==> src/rtl/eth_tx_framer_pkg.sv <==
// Shared Ethernet TX framing types and constants.
// The VLAN tag size is only used when ETH_TX_VLAN_EN is defined.
package eth_tx_framer_pkg;

  typedef enum logic [2:0] {IDLE, LEN, HDR, PAY, PAD} eth_tx_state_t;

  localparam int unsigned LEN_W              = 11;
  localparam int unsigned WCNT_W             = 10;
  localparam int unsigned ETH_HDR_BYTES      = 14;
  localparam int unsigned ETH_VLAN_TAG_BYTES = 4;
  localparam int unsigned ETH_MIN_FRAME      = 60;
  localparam int unsigned ETH_MAX_PAYLOAD    = 1500;
  localparam logic [15:0] ETH_TPID_VLAN      = 16'h8100;
  localparam logic [15:0] ETHERTYPE_IPV4     = 16'h0800;
  localparam logic [15:0] ETHERTYPE_ARP      = 16'h0806;

endpackage

==> src/rtl/byte_to_word_packer.sv <==
// 8-to-16 little-endian packer; flush marks the current byte as the last one,
// so an odd trailing byte becomes a word with a zero high byte.
module byte_to_word_packer (
  input  logic        clk,
  input  logic        rst_n,
  input  logic        clear,
  input  logic        en,
  input  logic [7:0]  in_data,
  input  logic        in_valid,
  input  logic        flush,
  input  logic        word_ready,
  output logic        in_ready_c,
  output logic [15:0] word_c,
  output logic        word_valid_c
);

  logic       have_low;
  logic [7:0] low_byte;
  logic       take_c;

  // A byte that completes a word may only be taken when the word can be handed off.
  always_comb begin
    in_ready_c   = en && (word_ready || (!have_low && !flush));
    take_c       = in_valid && in_ready_c;
    word_valid_c = take_c && (have_low || flush);
    word_c       = have_low ? {in_data, low_byte} : {8'h00, in_data};
  end

  always_ff @(posedge clk or negedge rst_n) begin
    if (!rst_n) begin
      have_low <= 1'b0;
      low_byte <= 8'h00;
    end else if (clear) begin
      have_low <= 1'b0;
    end else if (take_c) begin
      if (word_valid_c) begin
        have_low <= 1'b0;
      end else begin
        have_low <= 1'b1;
        low_byte <= in_data;
      end
    end
  end

endmodule

==> src/rtl/eth_tx_framer.sv <==
// Ethernet TX framer: length first, then header, payload and zero padding as 16-bit words.
// Define ETH_TX_VLAN_EN to insert an 802.1Q tag (VLAN_TCI) after the source MAC.
module eth_tx_framer
  import eth_tx_framer_pkg::*;
#(
  parameter logic [47:0] DST_MAC     = 48'hFFFF_FFFF_FFFF,
  parameter logic [47:0] SRC_MAC     = 48'h0011_2233_4455,
  parameter int unsigned MAX_PAYLOAD = ETH_MAX_PAYLOAD,
  parameter int unsigned MIN_FRAME   = ETH_MIN_FRAME
`ifdef ETH_TX_VLAN_EN
  ,
  parameter logic [15:0] VLAN_TCI    = 16'h0001
`endif
) (
  input  logic        clk100,
  input  logic        rst_n,
  input  logic        start,
  input  logic [15:0] ethertype,
  input  logic [10:0] pay_len,
  input  logic [7:0]  in_data,
  input  logic        in_valid,
  output logic        in_ready,
  output logic [10:0] len_out,
  output logic        len_valid,
  input  logic        len_ready,
  output logic [15:0] out_word,
  output logic        out_valid,
  input  logic        out_ready,
  output logic        out_last,
  output logic        busy,
  output logic        err
);

`ifdef ETH_TX_VLAN_EN
  localparam int unsigned HDR_BYTES = ETH_HDR_BYTES + ETH_VLAN_TAG_BYTES;
`else
  localparam int unsigned HDR_BYTES = ETH_HDR_BYTES;
`endif
  localparam int unsigned HDR_BITS  = 8 * HDR_BYTES;
  localparam int unsigned HDR_WORDS = HDR_BYTES / 2;

  eth_tx_state_t       state;
  logic [15:0]         type_q;
  logic [LEN_W-1:0]    pay_len_q;
  logic [LEN_W-1:0]    byte_cnt;
  logic [WCNT_W-1:0]   word_cnt;
  logic [WCNT_W-1:0]   nwords;

  logic [LEN_W-1:0]    frame_len_c;
  logic [HDR_BITS-1:0] hdr_vec_c;
  logic [HDR_BITS-1:0] hdr_shift_c;
  logic [15:0]         hdr_word_c;
  logic                pk_en_c;
  logic                pk_last_c;
  logic                pk_in_ready_c;
  logic [15:0]         pk_word_c;
  logic                pk_word_valid_c;

  always_comb begin
    frame_len_c = LEN_W'(HDR_BYTES) + pay_len;
    if (frame_len_c < LEN_W'(MIN_FRAME)) frame_len_c = LEN_W'(MIN_FRAME);
  end

  // Header as a wire-ordered byte vector; word k takes bytes 2k (low) and 2k+1 (high).
  always_comb begin
`ifdef ETH_TX_VLAN_EN
    hdr_vec_c = {DST_MAC, SRC_MAC, ETH_TPID_VLAN, VLAN_TCI, type_q};
`else
    hdr_vec_c = {DST_MAC, SRC_MAC, type_q};
`endif
    hdr_shift_c = hdr_vec_c << {word_cnt[3:0], 4'b0000};
    hdr_word_c  = {hdr_shift_c[HDR_BITS-9 -: 8], hdr_shift_c[HDR_BITS-1 -: 8]};
  end

  always_comb begin
    pk_en_c   = (state == PAY);
    pk_last_c = (byte_cnt == pay_len_q - LEN_W'(1));
    in_ready  = pk_in_ready_c;
  end

  byte_to_word_packer u_packer (
    .clk          (clk100),
    .rst_n        (rst_n),
    .clear        (state == IDLE),
    .en           (pk_en_c),
    .in_data      (in_data),
    .in_valid     (in_valid),
    .flush        (pk_last_c),
    .word_ready   (!out_valid),
    .in_ready_c   (pk_in_ready_c),
    .word_c       (pk_word_c),
    .word_valid_c (pk_word_valid_c)
  );

  always_ff @(posedge clk100 or negedge rst_n) begin
    if (!rst_n) begin
      state     <= IDLE;
      type_q    <= 16'h0000;
      pay_len_q <= '0;
      byte_cnt  <= '0;
      word_cnt  <= '0;
      nwords    <= '0;
      len_out   <= '0;
      len_valid <= 1'b0;
      out_word  <= 16'h0000;
      out_valid <= 1'b0;
      out_last  <= 1'b0;
      busy      <= 1'b0;
      err       <= 1'b0;
    end else begin
      err <= 1'b0;
      // Word handshake retires the output; the last word ends the frame.
      if (out_valid && out_ready) begin
        out_valid <= 1'b0;
        out_last  <= 1'b0;
        if (out_last) begin
          state <= IDLE;
          busy  <= 1'b0;
        end
      end
      case (state)
        IDLE: begin
          if (start) begin
            if (pay_len > LEN_W'(MAX_PAYLOAD)) begin
              err <= 1'b1;
            end else begin
              type_q    <= ethertype;
              pay_len_q <= pay_len;
              len_out   <= frame_len_c;
              nwords    <= WCNT_W'((frame_len_c + LEN_W'(1)) >> 1);
              byte_cnt  <= '0;
              word_cnt  <= '0;
              len_valid <= 1'b1;
              busy      <= 1'b1;
              state     <= LEN;
            end
          end
        end
        LEN: begin
          if (len_ready) begin
            len_valid <= 1'b0;
            state     <= HDR;
          end
        end
        HDR: begin
          if (!out_valid || out_ready) begin
            out_word  <= hdr_word_c;
            out_valid <= 1'b1;
            word_cnt  <= word_cnt + WCNT_W'(1);
            if (word_cnt == WCNT_W'(HDR_WORDS - 1)) begin
              state <= (pay_len_q == '0) ? PAD : PAY;
            end
          end
        end
        PAY: begin
          if (in_valid && pk_in_ready_c) begin
            byte_cnt <= byte_cnt + LEN_W'(1);
            if (pk_last_c) state <= PAD;
          end
          if (pk_word_valid_c) begin
            out_word  <= pk_word_c;
            out_valid <= 1'b1;
            out_last  <= (word_cnt == nwords - WCNT_W'(1));
            word_cnt  <= word_cnt + WCNT_W'(1);
          end
        end
        PAD: begin
          // Also serves as the wait for the final handshake once all words are issued.
          if ((word_cnt != nwords) && (!out_valid || out_ready)) begin
            out_word  <= 16'h0000;
            out_valid <= 1'b1;
            out_last  <= (word_cnt == nwords - WCNT_W'(1));
            word_cnt  <= word_cnt + WCNT_W'(1);
          end
        end
        default: state <= IDLE;
      endcase
    end
  end

endmodule

==> config.mk <==
export PLATFORM = sky130hd
export DESIGN_NAME = eth_tx_framer
export DESIGN_NICKNAME = d
export VERILOG_FILES = /design/src/rtl/eth_tx_framer_pkg.sv /design/src/rtl/byte_to_word_packer.sv /design/src/rtl/eth_tx_framer.sv
export SDC_FILE = /design/constraint.sdc
export NUM_CORES = 1
export LEC_CHECK = 0
export CAP_MARGIN = 20
export CORE_MARGIN = 2
export CORE_UTILIZATION = 44
export CTS_CLUSTER_SIZE = 30
export DETAILED_ROUTE_END_ITERATION = 16
export PLACE_DENSITY_LB_ADDON = 0.25
export SLEW_MARGIN = 10
export SYNTH_ARGS = -nofsm -noshare
export SYNTH_HDL_FRONTEND = slang
export SYNTH_HIERARCHICAL = 1
export SYNTH_SLANG_ARGS = --single-unit
==> constraint.sdc <==
create_clock -name clk100 -period 4 [get_ports clk100]
set_input_delay 0.6 -clock clk100 [delete_from_list [all_inputs] [get_ports clk100]]
set_output_delay 0.6 -clock clk100 [all_outputs]
set_load 0.005 [all_outputs]
==> impl_metrics.env <==
export IMPL_crit_end="in_ready"
export IMPL_timing_rr_start="pay_len_q[0]$_DFFE_PN0P_"
export IMPL_outcome="finished, final reports clean"
export IMPL_ys_seq_elements=102
export IMPL_first_global_vias=5149
export IMPL_drtAntennaViolNets=0
export IMPL_syn_avg_cell_area_um2=8.97
export IMPL_clk_pin_slew_ps=70
export IMPL_rsz0062_at_grt="false"
export IMPL_dp_slack_ps=185
export IMPL_dr_pass1_iters=5
export IMPL_fin_crit_sh_pct=91.6
export IMPL_drt_iter0_markers=391
export IMPL_synth_edf_count=0
export IMPL_cts_hold_buf=0
export IMPL_grt_ovfl_total=0
export IMPL_reg2reg_slack_ps=380
export IMPL_p_switching_uw=1800
export IMPL_finalCriticalPeriod_ps=3670
export IMPL_netlist_top_cells_area="dfrtp_1, nand2_1, mux2_2"
export IMPL_cp_slowest_cell="clkdlybuf4s50_1"
export IMPL_finalHoldViolCount=0
export IMPL_yosysTopAreaCellShare_pct=41.4
export IMPL_start_util_pct=44.7
export IMPL_avgRoutedWirePerCell_um=16.5
export IMPL_grtUsageTotal_pct=21.4
export IMPL_grt_pass1_wl_mm=25.5
export IMPL_clock_skew_ps=7.47
export IMPL_clock_fmax_ghz=0.273
export IMPL_drv_cap=0
export IMPL_setup_worst_path_end_class="output port"
export IMPL_tightest_slew_ps=905
export IMPL_tns_ps=0
export IMPL_busiest_layer="met2"
export IMPL_drt_vias_per_instance=5.66
export IMPL_syn_num_nets=736
export IMPL_path_cells="inv_1 > ha_1 > or3b_2 > o221ai_1 > o311a_1 > nand2_1 > nand2_1 > nor2_2 > nor2_1 > o21a_1 > clkdlybuf4s50_1"
export IMPL_die_h_um=122
export IMPL_path_class="flip-flop to output port"
export IMPL_post_synth_top_count_cell="nand2_1"
export IMPL_place_congestion=0.915
export IMPL_wl_mm=15.4
export IMPL_netlist_instances=687
export IMPL_critPathArrivalTime_ps=3070
export IMPL_fin_ws_ps=335
export IMPL_antenna_found_initial=0
export IMPL_grt_use_met3_pct=2.97
export IMPL_hp_class="input pin to asynchronous set/reset pin"
export IMPL_slew_violations=0
export IMPL_globalRouteMet1Util_pct=29.1
export IMPL_num_vias=5282
export IMPL_crit_path_start_kind="flip-flop"
export IMPL_nNetsFinal=798
export IMPL_p_per_area_nw_per_um2=635
export IMPL_met2_usage_pct=34.9
export IMPL_combPwrFrac_pct=41.7
export IMPL_synth_top_cell_by_area="dfrtp_1"
export IMPL_grt_max_degree=72
export IMPL_p_int_uw=2890
export IMPL_cts_buffer_depth=2
export IMPL_rr_worst_depth=16
export IMPL_rows=43
export IMPL_cts_buffers=9
export IMPL_root_buffer="clkbuf_16"
export IMPL_cts_sink_count=102
export IMPL_slowest_delay_ps=550
export IMPL_yosysSeqAreaShare_pct=41.4
export IMPL_cts_tree="yes"
export IMPL_synthTopCellsByCount="nand2_1, dfrtp_1, o21ai_0"
export IMPL_port_buffers=73
export IMPL_p_leak_uw=0.00313
export IMPL_peakVddDrop_v=0.000291
export IMPL_yosysUniqueCellTypes=72
export IMPL_die_width_um=122
export IMPL_path_common_cell="nand2_1"
export IMPL_ys_warn_count=6
export IMPL_antennaDiodeCount=0
export IMPL_synthToLayoutAreaGrowth_pct=19.8
export IMPL_setup_viol=0
export IMPL_pin_count=74
export IMPL_crit_start="pay_len_q[0]$_DFFE_PN0P_"
export IMPL_swShare_pct=38.4
export IMPL_r2r_end="out_word[7]$_DFFE_PN0P_"
export IMPL_cts_max_level=3
export IMPL_hpwl_mm=11.1
export IMPL_syn_area_um2=6160
export IMPL_async_reset_ff_share_pct=100
export IMPL_required_ps=3400
export IMPL_power_share_clock_pct=19.7
export IMPL_p_seq_share_pct=38.6
export IMPL_insertion_delay_ps=350
export IMPL_slew_headroom_pct=39.7
export IMPL_post_route_drc_count=0
export IMPL_crit_fanout=4
export IMPL_synth_ff_type="dfrtp_1"
export IMPL_die_area_um2=15000
export IMPL_core_area_um2=13800
export IMPL_drive_gt1_share_pct=11.7
layout make-up:
cell class                      count  area (um^2)
Clock inverter                      7         86.3
Sequential cell                   102         2550
Multi-Input combinational cell    531         3380
Timing Repair Buffer               90          856
Inverter                           15         56.3
Clock buffer                        9          225
Fill cell                        1299         6390
Tap cell                          180          225
kinds of logic (layout without fill, tap and decap cells):
logic type	Yosys count	count (layout)	synth area share, %
mux	35	35	6.42
flops	102	102	41.4
xor+xnor	49	49	6.96
simple gates	295	295	24.4
buf+inv	54	121	4.02
fa+ha+maj	8	8	1.62
compound gates	144	144	15.2
state kept, by name (all words and copies together) (netlist names), 8 cells and up:
signal,flops
len_out,11
byte_cnt,11
u_packer/low_byte,8
out_word,16
word_cnt,10
pay_len_q,11
nwords,10
type_q,16
worst max-delay path: cells and delay by family, from the launching register on:
kind / cells / cell delay, ps
buf+inv: 2 / 640
flops: 1 / 420
compound gates: 3 / 590
fa+ha+maj: 1 / 190
simple gates: 5 / 870
cell usage in the layout (no fill, tap or decap), types with 4 or more instances in the layout:
| cell type | n |
|---|---|
| nand2_1 | 139 |
| dfrtp_1 | 102 |
| clkdlybuf4s50_1 | 72 |
| o21ai_0 | 46 |
| nor2_1 | 34 |
| mux2_2 | 32 |
| xor2_1 | 28 |
| a21oi_1 | 28 |
| xnor2_1 | 21 |
| nand3_1 | 19 |
| buf_4 | 18 |
| inv_1 | 15 |
| nand4_1 | 13 |
| o31ai_1 | 12 |
| nor4_1 | 11 |
| nor3_1 | 10 |
| and2_1 | 9 |
| nor2b_1 | 9 |
| clkbuf_16 | 9 |
| ha_1 | 8 |
| a31oi_1 | 6 |
| or4_1 | 6 |
| and3_1 | 6 |
| a22o_1 | 6 |
| o21a_1 | 5 |
| a21o_1 | 5 |
| nand2b_1 | 4 |
| nor3b_1 | 4 |
| nand4b_1 | 4 |
| or3_1 | 4 |
metal layers:
| layer | vias to the layer above | part of all wire, % |
|---|---|---|
| li1 | 2554 | - |
| met1 | 2531 | 47 |
| met2 | 171 | 46 |
| met3 | 26 | 4.9 |
| met4 | 0 | 2.1 |
| met5 | - | 0 |
worst min path at each step:
stage,to,slack (ps),cells past startpoint
2_1_floorplan,busy$_DFF_PN0_,300,0
3_3_place_gp,len_out[5]$_DFFE_PN0P_,460,2
3_5_place_dp,type_q[5]$_DFFE_PN0P_,470,2
4_1_cts,type_q[3]$_DFFE_PN0P_,420,1
5_1_grt,type_q[11]$_DFFE_PN0P_,450,1
6_report,type_q[11]$_DFFE_PN0P_,380,1
through the flow:
| step | instance area, um^2 | hold WS, ps | utilization, % | std cells | power, uW |
|---|---|---|---|---|---|
| 2_1_floorplan | 6160 | 304 | - | 687 | 3050 |
| 3_5_place_dp | 7060 | 467 | 51.3 | 918 | 3770 |
| 6_report | 7380 | 384 | 53.6 | 934 | 4690 |
| 4_1_cts | 7380 | 417 | 53.6 | 934 | 4710 |
| 5_1_grt | 7380 | 450 | 53.6 | 934 | 5030 |
| 3_3_place_gp | 7060 | 462 | 51.3 | 918 | 3700 |
power groups by stage:
stage | combinational, uW | sequential, uW | clock (uW)
2_1_floorplan | 1390 | 1660 | 0
3_3_place_gp | 1900 | 1810 | 0
3_5_place_dp | 1950 | 1820 | 0
4_1_cts | 1960 | 1800 | 941
5_1_grt | 2180 | 1870 | 984
6_report | 1950 | 1810 | 923
what timing repair did:
action / in CTS / in global routing
setup endpoints to repair: 0 / 22
resized for setup: 0 / 2
setup buffers: 0 / 0
endpoints found under the hold margin: 0 / 0
Note: power is estimated with default switching activity, not from simulation.
